[src/rtl/pipelined_cla_adder_if.sv]
// Operand/result stream bundle for the pipelined CLA adder; master drives
// operands and result acceptance, slave (the adder) drives ready and results.
interface pipelined_cla_adder_if #(
  parameter int WIDTH = 16
);
  logic             in_valid;
  logic             in_ready;
  logic [WIDTH-1:0] a;
  logic [WIDTH-1:0] b;
  logic             cin;
  logic             op_sub;
  logic             out_valid;
  logic             out_ready;
  logic [WIDTH-1:0] sum;
  logic             cout;
  logic             ovf;
  logic             zero;

  modport master (
    output in_valid, a, b, cin, op_sub, out_ready,
    input  in_ready, out_valid, sum, cout, ovf, zero
  );

  modport slave (
    input  in_valid, a, b, cin, op_sub, out_ready,
    output in_ready, out_valid, sum, cout, ovf, zero
  );
endinterface

[src/rtl/pipelined_cla_adder.sv]
// Two-stage add/sub with two-level carry lookahead: 2-cycle latency, one beat/cycle;
// valid/ready skid-free pipeline, a stalled output holds and in_ready drops only when both stages are full.
module pipelined_cla_adder #(
  parameter int WIDTH = 16,
  parameter int GROUP = 4
) (
  input  logic                 clk,
  input  logic                 rst_n,
  pipelined_cla_adder_if.slave bus
);

  localparam int NGROUPS = WIDTH / GROUP;

  generate
    if (WIDTH < 4 || WIDTH > 64 || (WIDTH % 4) != 0) begin : g_bad_width
      $error("pipelined_cla_adder: WIDTH must be a multiple of 4 in 4..64");
    end
    if (GROUP != 4) begin : g_bad_group
      $error("pipelined_cla_adder: GROUP must be 4");
    end
  endgenerate

  // Flat sum-of-products carry out of the low n positions:
  // G[n-1] | P[n-1]G[n-2] | ... | P[n-1..0]c_in, no position-to-position ripple.
  function automatic logic cla_carry(input logic [15:0] gv, input logic [15:0] pv,
                                     input logic c_in, input int n);
    logic res;
    logic term;
    res = c_in;
    for (int j = 0; j < 16; j++) begin
      if (j < n) res = res & pv[j];
    end
    for (int j = 0; j < 16; j++) begin
      if (j < n) begin
        term = gv[j];
        for (int m = 0; m < 16; m++) begin
          if (m > j && m < n) term = term & pv[m];
        end
        res = res | term;
      end
    end
    return res;
  endfunction

  logic adv2;
  logic v1;
  logic v2;

  // ---------------- stage 1: bit and group generate/propagate ----------------
  logic [WIDTH-1:0]   b_eff;
  logic [WIDTH-1:0]   p_in;
  logic [WIDTH-1:0]   g_in;
  logic               c0_in;
  logic [NGROUPS-1:0] grp_g_in;
  logic [NGROUPS-1:0] grp_p_in;

  always_comb begin
    b_eff    = bus.op_sub ? ~bus.b : bus.b;
    p_in     = bus.a ^ b_eff;
    g_in     = bus.a & b_eff;
    // Subtract is a + ~b + 1, so the caller's cin is ignored there.
    c0_in    = bus.op_sub ? 1'b1 : bus.cin;
    grp_g_in = '0;
    grp_p_in = '0;
    for (int k = 0; k < NGROUPS; k++) begin
      grp_g_in[k] = cla_carry(16'(g_in[k*GROUP +: GROUP]), 16'(p_in[k*GROUP +: GROUP]),
                              1'b0, GROUP);
      grp_p_in[k] = &p_in[k*GROUP +: GROUP];
    end
  end

  logic [WIDTH-1:0]   p_r;
  logic [WIDTH-1:0]   g_r;
  logic               c0_r;
  logic [NGROUPS-1:0] grp_g_r;
  logic [NGROUPS-1:0] grp_p_r;

  always_ff @(posedge clk or negedge rst_n) begin
    if (!rst_n) begin
      v1      <= 1'b0;
      p_r     <= '0;
      g_r     <= '0;
      c0_r    <= 1'b0;
      grp_g_r <= '0;
      grp_p_r <= '0;
    end else if (bus.in_ready) begin
      v1      <= bus.in_valid;
      p_r     <= p_in;
      g_r     <= g_in;
      c0_r    <= c0_in;
      grp_g_r <= grp_g_in;
      grp_p_r <= grp_p_in;
    end
  end

  // ---------------- stage 2: group carries, bit carries, flags ----------------
  logic [NGROUPS:0] grp_c;
  logic [WIDTH:0]   carry;
  logic [WIDTH-1:0] sum_nx;
  logic             cout_nx;
  logic             ovf_nx;
  logic             zero_nx;

  always_comb begin
    grp_c = '0;
    carry = '0;
    for (int k = 0; k <= NGROUPS; k++) begin
      grp_c[k] = cla_carry(16'(grp_g_r), 16'(grp_p_r), c0_r, k);
    end
    for (int k = 0; k < NGROUPS; k++) begin
      for (int i = 0; i < GROUP; i++) begin
        carry[k*GROUP + i] = cla_carry(16'(g_r[k*GROUP +: GROUP]),
                                       16'(p_r[k*GROUP +: GROUP]), grp_c[k], i);
      end
    end
    carry[WIDTH] = grp_c[NGROUPS];
    sum_nx  = p_r ^ carry[WIDTH-1:0];
    cout_nx = carry[WIDTH];
    ovf_nx  = carry[WIDTH-1] ^ carry[WIDTH];
    zero_nx = (sum_nx == '0);
  end

  logic [WIDTH-1:0] sum_r;
  logic             cout_r;
  logic             ovf_r;
  logic             zero_r;

  always_ff @(posedge clk or negedge rst_n) begin
    if (!rst_n) begin
      v2     <= 1'b0;
      sum_r  <= '0;
      cout_r <= 1'b0;
      ovf_r  <= 1'b0;
      zero_r <= 1'b0;
    end else if (adv2) begin
      v2     <= v1;
      sum_r  <= sum_nx;
      cout_r <= cout_nx;
      ovf_r  <= ovf_nx;
      zero_r <= zero_nx;
    end
  end

  // ---------------- handshake ----------------
  assign adv2          = !v2 || bus.out_ready;
  assign bus.in_ready  = !v1 || adv2;
  assign bus.out_valid = v2;
  assign bus.sum       = sum_r;
  assign bus.cout      = cout_r;
  assign bus.ovf       = ovf_r;
  assign bus.zero      = zero_r;

endmodule

[src/flat_wrapper.sv]
// flat-port wrapper written by rule: the top's interface ports become plain ports
module pipelined_cla_adder_flat 
#(
  parameter int WIDTH = 16,
  parameter int GROUP = 4
)
  (clk, rst_n, bus_in_valid, bus_a, bus_b, bus_cin, bus_op_sub, bus_out_ready, bus_in_ready, bus_out_valid, bus_sum, bus_cout, bus_ovf, bus_zero);
  pipelined_cla_adder_if #(.WIDTH(WIDTH)) bus_i ();
  input  logic clk;
  input  logic rst_n;
  input wire logic [$bits(bus_i.in_valid)-1:0] bus_in_valid;
  input wire logic [$bits(bus_i.a)-1:0] bus_a;
  input wire logic [$bits(bus_i.b)-1:0] bus_b;
  input wire logic [$bits(bus_i.cin)-1:0] bus_cin;
  input wire logic [$bits(bus_i.op_sub)-1:0] bus_op_sub;
  input wire logic [$bits(bus_i.out_ready)-1:0] bus_out_ready;
  output wire logic [$bits(bus_i.in_ready)-1:0] bus_in_ready;
  output wire logic [$bits(bus_i.out_valid)-1:0] bus_out_valid;
  output wire logic [$bits(bus_i.sum)-1:0] bus_sum;
  output wire logic [$bits(bus_i.cout)-1:0] bus_cout;
  output wire logic [$bits(bus_i.ovf)-1:0] bus_ovf;
  output wire logic [$bits(bus_i.zero)-1:0] bus_zero;
  assign bus_i.in_valid = bus_in_valid;
  assign bus_i.a = bus_a;
  assign bus_i.b = bus_b;
  assign bus_i.cin = bus_cin;
  assign bus_i.op_sub = bus_op_sub;
  assign bus_i.out_ready = bus_out_ready;
  assign bus_in_ready = bus_i.in_ready;
  assign bus_out_valid = bus_i.out_valid;
  assign bus_sum = bus_i.sum;
  assign bus_cout = bus_i.cout;
  assign bus_ovf = bus_i.ovf;
  assign bus_zero = bus_i.zero;
  pipelined_cla_adder #(.WIDTH(WIDTH), .GROUP(GROUP)) u_core (.clk(clk), .rst_n(rst_n), .bus(bus_i));
endmodule
[config.mk]
export PLATFORM = sky130hd
export DESIGN_NAME = pipelined_cla_adder_flat
export DESIGN_NICKNAME = d
export VERILOG_FILES = /design/src/rtl/pipelined_cla_adder_if.sv /design/src/rtl/pipelined_cla_adder.sv /design/src/flat_wrapper.sv
export SDC_FILE = /design/constraint.sdc
export NUM_CORES = 1
export LEC_CHECK = 0
export ABC_AREA = 1
export CORE_UTILIZATION = 45
export CTS_CLUSTER_DIAMETER = 100
export DETAILED_ROUTE_END_ITERATION = 6
export PLACE_DENSITY = 0.73
export SLEW_MARGIN = 20
export SYNTH_ARGS = -nofsm -noshare
export SYNTH_HDL_FRONTEND = slang
export SYNTH_SLANG_ARGS = --single-unit
[constraint.sdc]
create_clock -name clk -period 2.59 [get_ports clk]
set_input_delay 0.777 -clock clk [delete_from_list [all_inputs] [get_ports clk]]
set_output_delay 0.777 -clock clk [all_outputs]
set_load 0.005 [all_outputs]
==> results of run 1 <==
routing by layer:
layer | GRT usage [%] | wire, um | vias to the layer above
met2 | 28.8 | 2700 | 61
met3 | 4.03 | 247 | 8
met4 | 9.55 | 130 | 0
met5 | 0 | 0 | -
li1 | - | - | 1333
met1 | 27.2 | 3190 | 1144
critical path, cell delays in order:
cell and delay, ns:
clkdlybuf4s50_1 0.40, inv_1 0.09, nand2_4 0.05, inv_2 0.07, nand2_4 0.06, dlygate4sd2_1 0.27
where the power goes:
group / switching (mW) / internal [mW]
combinational: 0.411 / 0.408
sequential: 0.113 / 1.08
clock: 0.332 / 0.477
cell usage in the layout (no fill, tap or decap), types with 2 or more instances in the layout:
| cell | count |
|---|---|
| nand2_1 | 129 |
| dfrtp_1 | 58 |
| clkdlybuf4s50_1 | 56 |
| inv_1 | 28 |
| nor2_1 | 22 |
| ha_1 | 20 |
| o21ai_0 | 18 |
| xor2_1 | 16 |
| nand3_1 | 16 |
| clkbuf_8 | 14 |
| o21ai_1 | 12 |
| nand4_1 | 9 |
| buf_4 | 5 |
| a31oi_1 | 4 |
| nor3_1 | 4 |
| nand2_2 | 3 |
| a21boi_0 | 3 |
| nand2_4 | 2 |
| inv_2 | 2 |
| nand3_2 | 2 |
| a21oi_1 | 2 |
| o221ai_1 | 2 |
| or2_2 | 2 |
| o211ai_1 | 2 |
| buf_12 | 2 |
what timing repair did:
action	in CTS	in global routing
resized for setup	1	0
endpoints found under the setup margin	1	0
hold endpoints to repair	0	0
area by class of cell:
type / instances / share of cell area (%)
Inverter: 30 / 2.84
Multi-Input combinational cell: 271 / 36.6
Sequential cell: 58 / 36.6
Tap cell: 77 / 2.43
Timing Repair Buffer: 65 / 16.5
Clock buffer: 15 / 4.96
Clock inverter: 1 / 0.126
stage by stage:
stage | setup slack, ns | hold slack, ns | cell area [um2]
6_report | 0.103 | 0.427 | 3960
5_1_grt | 0.0610 | 0.464 | 3960
4_1_cts | 0.0949 | 0.447 | 3960
3_5_place_dp | -0.157 | 0.467 | 3760
3_3_place_gp | -0.163 | 0.457 | 3760
2_1_floorplan | 0.524 | 0.446 | 3080
worst paths after layout:
check	start	endpoint	slack (ns)	depth (start not counted)
setup / recovery	bus_out_ready	bus_in_ready	0.10	6
hold / removal	rst_n	u_core.grp_g_r[2]	0.43	2
setup reg to reg	u_core.c0_r	u_core.bus.zero	0.75	13
hold reg to reg	u_core.bus.sum[0]	u_core.bus.sum[0]	0.48	2
max in group asynchronous	rst_n	u_core.p_r[2]	1.89	2
min in group clk	u_core.bus.sum[0]	u_core.bus.sum[0]	0.48	2
registers in the layout, indices dropped and copies added (netlist names):
name                  count
u_core.bus.sum           16
u_core.p_r               16
u_core.g_r               12
u_core.grp_g_r            4
u_core.grp_p_r            4
u_core.bus.cout           1
u_core.bus.out_valid      1
u_core.bus.ovf            1
u_core.bus.zero           1
u_core.c0_r               1
u_core.v1                 1
logic make-up after synthesis:
group	count (synthesis)	share of synthesized area, %
buf+inv	41	5.70
flops	58	47.2
xor+xnor	16	4.56
simple gates	189	25.9
compound gates	46	8.50
fa+ha+maj	20	8.14
==> run metrics, run 1 <==
crit share post-route 96.0%; width of the die 84.7 um; register area 1450 um2; crit start category input pin; Area growth syn-to-layout 28.8%; Post-Syn Area 3080 um2; number of fillers in the final layout 582; num ports 59; register area share after synthesis 47.2%; global placer's final weighted congestion 0.851; Clock Latency Late Sink 0.33 ns; H-tree Lvls 3; Setup Fix Bufs, Post-CTS 0; row cnt 29; RSZ-0062 raised after global routing no; ys flop type dfrtp_1; Total GRT Usage 19.4%; # hold bufs at CTS 0; area leader, netlist dfrtp_1; number of synthesized flops with an enable pin 0; clock-pin slew on the worst setup and hold paths 0.06 ns; vias 2546; Hold Path Class in2async; setup tns final 0 ns; Post-Synthesis Cells 370; Slew HR 68.1%; Leak Pwr 1.96 nW; status finished clean; placed cell count 501; Worst Tran Pin Value 0.479 ns; first-pass GRT wire length 10800 um; Non-Filler Instances 517; final core occ 61.4%; Nets 493; Arrival @ worst endpoint 1.71 ns; CTS buffer count 9; DRC violations left 0; Die Area 7170 um2; die height 84.7 um; Power Dens Cells 711 nW/um2; Final min period 2.49 ns; Worst Skew 0.00737 ns; async set or reset register ratio after synthesis 100%; syn nets 428; maximum clock frequency 0.402 GHz; TritonCTS clock tree yes; CTS Sinks 58; Total Power 2.82 mW; top cells by count, synth nand2_1 (129), dfrtp_1 (58), inv_1 (28); antenna-violating nets left 0; synthesized area per cell 8.31 um2; CTS Buffer Depth 2; initial antenna violation count 0; CTS root buffer clkbuf_8; Routed WL 6260 um; post-synth top area share 47.2%; drt pass-1 iters 6; Core Area 6460 um2; worst endpoint required time 1.81 ns; grt total ovfl 0; CP endpoint kind primary output; PortBufs 58; Final Max Slew Viols 0; drt first-iter violations 138; number of synthesized register bits 58; CP Max Fanout 2; Initial Util 47.6%; Final Hold Fails 0; Diodes inserted 0; most common cell in the netlist nand2_1; Via density 4.92; number of max-cap violations 0; Area contributors post-synth dfrtp_1 (47%), nand2_1 (16%), ha_1 (8.1%); largest net degree at the start of global routing 59; vias in the first global route 2432; WS Path Type in2out; multi-input logic area 1450 um2; post-synth cell types 26; share of layout cells above drive strength 1 7.73%; WL/cell 12.1 um; VDD IR max 319 uV; hpwl dp 4840 um; final setup violating endpoints 0; number of synthesis warnings 0
Note: power is estimated with default switching activity, not from simulation.
==> run 2, diff against run 1 <==
--- a/config.mk
+++ b/config.mk
@@ -6,10 +6,10 @@
 export NUM_CORES = 1
 export LEC_CHECK = 0
 export ABC_AREA = 1
-export CORE_UTILIZATION = 45
+export CORE_UTILIZATION = 40
 export CTS_CLUSTER_DIAMETER = 100
 export DETAILED_ROUTE_END_ITERATION = 6
-export PLACE_DENSITY = 0.73
+export PLACE_DENSITY = 0.7
 export SLEW_MARGIN = 20
 export SYNTH_ARGS = -nofsm -noshare
 export SYNTH_HDL_FRONTEND = slang
==> run 2 against run 1 <==
Compared with the run above:
- core utilization down 6.8 points
- setup slack worse by 0.018 ns
- power up 2.7%
- critical path type unchanged
- critical endpoint unchanged
- worst hold slack worse by 0.042 ns
- die area up 12%
==> run metrics, run 2 (synthesis results as in run 1) <==
most frequent cells in the layout nand2_1 (129), dfrtp_1 (58), clkdlybuf4s50_1 (56), inv_1 (28), nor2_1 (22); DRC violations left 0 (unchanged); Core Area 7330 um2 (+14%); most frequent CP cell nand2_4; Post-Place Cell Area 3780 um2 (+0.60%); initial antenna violation count 0 (unchanged); CTS Sinks 58 (unchanged); Leak Pwr 1.97 nW (+0.23%); global placer's final weighted congestion 0.775 (-8.9%); WL/cell 12.3 um (+1.5%); Initial Util 42.0% (-5.7 points); CTS root buffer clkbuf_8; CP endpoint kind primary output; commonest non-fill, non-tap cell in the layout nand2_1; Worst Tran Pin Value 0.473 ns (-0.00595 ns); CTS buffer count 9 (unchanged); placed cell count 524 (+4.6%); worst endpoint required time 1.81 ns (about the same); P_sw 0.859 mW (+0.40%); WS Path Type in2out; final setup violating endpoints 0 (unchanged); width of the die 89.7 um (+5.9%); H-tree Lvls 3 (unchanged); crit-path cells clkdlybuf4s50_1 > inv_1 > nand2_4 > inv_2 > nand2_4 > dlygate4sd2_1; num ports 59 (unchanged); Sw Ratio 29.7% (-0.68 points); Routed WL 6640 um (+6.0%); Top delay family on crit path buffers and inverters; maximum clock frequency 0.399 GHz (-0.71%); CP max stage cell clkdlybuf4s50_1; Combinational Power Share 28.3% (-0.8 points); fin area 4000 um2 (+0.95%); hpwl dp 5070 um (+4.9%); sequential fraction of design power 41.1% (-1.1 points); Power Dens Cells 723 nW/um2 (+1.7%); TritonCTS clock tree yes; Diodes inserted 0 (unchanged); Worst Slack Setup Final 0.0856 ns (-0.0178 ns); Non-Filler Instances 540 (+4.4%); VDD IR max 271 uV (-15%); Via density 4.83 (-1.9%); CP Max Fanout 2 (unchanged); largest net degree at the start of global routing 55 (-6.8%); # hold bufs at CTS 0 (unchanged); share of layout cells above drive strength 1 7.71% (-0.018 points); clock-pin slew on the worst setup and hold paths 0.06 ns (about the same); Setup Fix Bufs, Post-CTS 0 (unchanged); Clock Latency Late Sink 0.33 ns (about the same); Total Power 2.89 mW (+2.7%); status finished clean; RSZ-0062 raised after global routing no; Arrival @ worst endpoint 1.73 ns (+0.02 ns); PortBufs 58 (unchanged); die height 89.7 um (+5.9%); crit share post-route 96.7% (+0.69 points); pre-CTS WS -0.177 ns (-0.0193 ns); Die Area 8040 um2 (+12%); final hold slack 0.385 ns (-0.0418 ns); crit start category input pin; number of fillers in the final layout 686 (+18%); first-pass GRT wire length 11000 um (+1.8%); internal power 2.03 mW (+3.7%); Nets 494 (+0.20%); Slew HR 68.5% (+0.40 points); Worst Skew 0.00740 ns (+0.0000230 ns); drt first-iter violations 121 (-12%); Final Max Slew Viols 0 (unchanged); crit-path max cell delay 0.41 ns (about the same); Hold Path Class in2async; clock share of power 30.5% (+1.8 points); Total GRT Usage 18.4% (-0.98 points); post-cts resize count 1 (unchanged); vias in the first global route 2339 (-3.8%); row cnt 31 (+6.9%); setup tns final 0 ns (unchanged); Final min period 2.50 ns (+0.0178 ns); vias 2608 (+2.4%); Final Hold Fails 0 (unchanged); final core occ 54.6% (-6.8 points); Area growth syn-to-layout 30.1%; drt pass-1 iters 4 (-2); Crit path buffers/inverters 4 (unchanged); antenna-violating nets left 0 (unchanged); number of max-cap violations 0 (unchanged); CTS Buffer Depth 2 (unchanged); grt total ovfl 0 (unchanged)
[run 2: area by class of cell]
type,count,area (um2),share of cell area [%]
multi-input cells,271,1450,36.2
clock buffers,15,186,4.66
inverters,30,113,2.82
flip-flops and latches,58,1450,36.3
clock inverters,1,30.0,0.751
well taps,99,124,3.10
repair buffers,66,647,16.2
[run 2: path summary, 6_finish.rpt]
kind	startpoint	end	slack, ns	depth (start not counted)
min	rst_n	u_core.grp_g_r[3]	0.38	1
max in group asynchronous	rst_n	u_core.p_r[15]	1.56	2
min reg2reg	u_core.bus.sum[0]	u_core.bus.sum[0]	0.48	2
max	bus_out_ready	bus_in_ready	0.09	6
min in group clk	u_core.bus.sum[0]	u_core.bus.sum[0]	0.48	2
max reg2reg	u_core.c0_r	u_core.bus.zero	0.72	13
[run 2: power groups by stage]
stage | clock (mW) | combinational [mW] | sequential [mW]
2_1_floorplan | 0 | 0.444 | 1.19
3_3_place_gp | 0 | 0.807 | 1.20
3_5_place_dp | 0 | 0.822 | 1.21
4_1_cts | 0.901 | 0.830 | 1.19
5_1_grt | 0.945 | 0.937 | 1.21
6_report | 0.884 | 0.819 | 1.19
[run 2: routing by layer]
layer,wire length [um],track usage (%),share of wire (%)
met1,3220,25.3,49
met2,3100,28.9,47
met3,210,3.56,3.2
met4,108,7.36,1.6
met5,0,0,0
==> run 3, diff against run 2 <==
--- a/config.mk
+++ b/config.mk
@@ -6,11 +6,11 @@
 export NUM_CORES = 1
 export LEC_CHECK = 0
 export ABC_AREA = 1
+export CAP_MARGIN = 0
 export CORE_UTILIZATION = 40
 export CTS_CLUSTER_DIAMETER = 100
 export DETAILED_ROUTE_END_ITERATION = 6
-export PLACE_DENSITY = 0.7
-export SLEW_MARGIN = 20
+export PLACE_DENSITY = 0.73
 export SYNTH_ARGS = -nofsm -noshare
 export SYNTH_HDL_FRONTEND = slang
 export SYNTH_SLANG_ARGS = --single-unit
==> constraint.sdc (replaced) <==
create_clock -name clk -period 2.3 [get_ports clk]
set_input_delay 0.69 -clock clk [delete_from_list [all_inputs] [get_ports clk]]
set_output_delay 0.69 -clock clk [all_outputs]
set_load 0.005 [all_outputs]
==> run 3 against run 2 <==
Compared with the run above:
- power increased by 8.7%
- register-to-register slack got worse by 0.26 ns
- sequential share of layout area decreased by 0.14 points
- worst hold slack got worse by 0.071 ns
- non-clock buffer count increased by 5
- clock skew about the same
- routed wire length decreased by 3.0%
- sequential power increased by 13%
- design area increased by 0.38%
- core utilization increased by 0.20 points
- largest cell class unchanged
- largest power group unchanged
==> run metrics, run 3 (synthesis results as in run 1) <==
Final min period 2.17 ns; setup tns final 0 ns (unchanged); crit-path cells clkdlybuf4s50_1 > inv_2 > nand2_4 > inv_4 > nand2_4 > clkbuf_2; Arrival @ worst endpoint 1.48 ns (-0.25 ns); DRC violations left 0 (unchanged); grt total ovfl 0 (unchanged); number of max-cap violations 0 (unchanged); Combinational Power Share 29.9% (+1.6 points); final setup violating endpoints 0 (unchanged); clock-pin slew on the worst setup and hold paths 0.06 ns (about the same); most frequent cells in the layout nand2_1 (129), dfrtp_1 (58), clkdlybuf4s50_1 (56), inv_1 (27), nor2_1 (22); most frequent CP cell nand2_4; Hold Path Class in2async; die height 89.7 um (unchanged); VDD IR max 288 uV (+6.2%); WL/cell 11.8 um (-3.9%); Diodes inserted 0 (unchanged); Post-Place Cell Area 3830 um2 (+1.3%); hpwl dp 4980 um (-1.8%); largest net degree at the start of global routing 55 (unchanged); Non-Filler Instances 545 (+0.93%); FF-to-FF setup slack 0.46 ns (-0.26 ns); Worst Slack Setup Final 0.127 ns (+0.0412 ns); CP max stage cell clkdlybuf4s50_1; drt pass-1 iters 4 (unchanged); WS Path Type in2out; final hold slack 0.314 ns (-0.0706 ns); crit-path max cell delay 0.47 ns (+0.06 ns); crit start category input pin; multi-input logic area 1450 um2 (unchanged); status finished clean; commonest non-fill, non-tap cell in the layout nand2_1; Sw Ratio 31.2% (+1.5 points); num ports 59 (unchanged); Power Dens Cells 783 nW/um2 (+8.2%); Nets 499 (+1.0%); CTS root buffer clkbuf_8; number of fillers in the final layout 662 (-3.5%); TritonCTS clock tree yes; crit share post-route 94.5%; Leak Pwr 1.98 nW (+0.76%); CP Max Fanout 2 (unchanged); Clock Latency Late Sink 0.34 ns (about the same); drt first-iter violations 106 (-12%); first-pass GRT wire length 10800 um (-1.6%); Final Max Slew Viols 0 (unchanged); P_sw 0.981 mW (+14%); Slew HR 66.0% (-2.4 points); Final Hold Fails 0 (unchanged); fin area 4020 um2 (+0.38%); Top delay family on crit path buffers and inverters; CTS Buffer Depth 2 (unchanged); Core Area 7330 um2 (unchanged); Total Power 3.14 mW (+8.7%); Total GRT Usage 18.3% (-0.13 points); width of the die 89.7 um (unchanged); placed cell count 529 (+0.95%); internal power 2.16 mW (+6.3%); H-tree Lvls 3 (unchanged); RSZ-0062 raised after global routing no; worst endpoint required time 1.61 ns (-0.20 ns); clock share of power 27.5% (-3.0 points); PortBufs 58 (unchanged); Worst Skew 0.00697 ns (-0.000426 ns); Die Area 8040 um2 (unchanged); vias 2584 (-0.92%); Routed WL 6440 um (-3.0%); register area 1450 um2 (unchanged); row cnt 31 (unchanged); Worst Tran Pin Value 0.510 ns (+0.0363 ns); initial antenna violation count 0 (unchanged); CTS buffer count 9 (unchanged); Via density 4.74 (-1.8%); pre-CTS WS -0.275 ns (-0.0986 ns); share of layout cells above drive strength 1 9.19% (+1.5 points); vias in the first global route 2368 (+1.2%); Initial Util 42.0% (unchanged); Crit path buffers/inverters 4 (unchanged); Area growth syn-to-layout 30.6%; maximum clock frequency 0.460 GHz; CP endpoint kind primary output; antenna-violating nets left 0 (unchanged); sequential fraction of design power 42.6% (+1.5 points); CTS Sinks 58 (unchanged); final core occ 54.8% (+0.20 points); global placer's final weighted congestion 0.803 (+3.6%)
run 3: changes by cell type in the layout (fill, tap and decap cells not counted), sizes merged:
cell / previous run / this run
buf: 9 / 14
clkinv: 0 / 2
bufinv: 1 / 0
dlygate4sd2: 1 / 0
run 3: path summary, 6_finish.rpt:
check	startpoint	to	cells after the start
max	bus_out_ready	bus_in_ready	6
min	rst_n	u_core.bus.sum[2]	1
max reg2reg	u_core.c0_r	u_core.bus.zero	13
min reg2reg	u_core.bus.sum[1]	u_core.bus.sum[1]	2
max in group asynchronous	rst_n	u_core.g_r[0]	2
min in group clk	u_core.bus.sum[1]	u_core.bus.sum[1]	2
run 3: power by group through the flow:
stage	logic, mW	registers (mW)	clock network, mW
after floorplan	0.500	1.34	0
after global placement	0.924	1.35	0
after detailed placement	0.943	1.36	0
after CTS	0.948	1.34	0.890
after global routing	1.08	1.37	0.942
final	0.939	1.34	0.865
run 3: worst register-to-register path, cell delays in order, from the launching register on:
cell,delay [ns]
dfrtp_1,0.38
inv_1,0.07
o21bai_1,0.25
a21o_1,0.19
ha_1,0.19
nand2_1,0.10
nand3_1,0.12
nand2_1,0.06
nand3_1,0.06
nand2_1,0.08
nand2_1,0.09
nor2_1,0.05
nand2_1,0.05
nand2_1,0.04
run 3: final cells by class:
| type | instances | share of cell area [%] |
|---|---|---|
| Clock inverter | 2 | 0.249 |
| Timing Repair Buffer | 71 | 17.3 |
| Tap cell | 99 | 3.09 |
| Clock buffer | 14 | 4.30 |
| Multi-Input combinational cell | 271 | 36.1 |
| Inverter | 30 | 2.87 |
| Sequential cell | 58 | 36.1 |
run 3: layer usage:
metal	vias up	global-route usage (%)	wire length (um)
met5	-	0	0
met4	0	9.24	120
met3	8	4.48	329
met2	62	26.9	2900
met1	1159	25.2	3090
li1	1355	-	-
run 3: what timing repair did:
action / CTS / global route
gates resized for setup: 4 / 1
hold buffers: 0 / 0
setup buffers: 0 / 0
hold endpoints to repair: 0 / 0
pin swaps: 0 / 0
endpoints found under the setup margin: 1 / 1
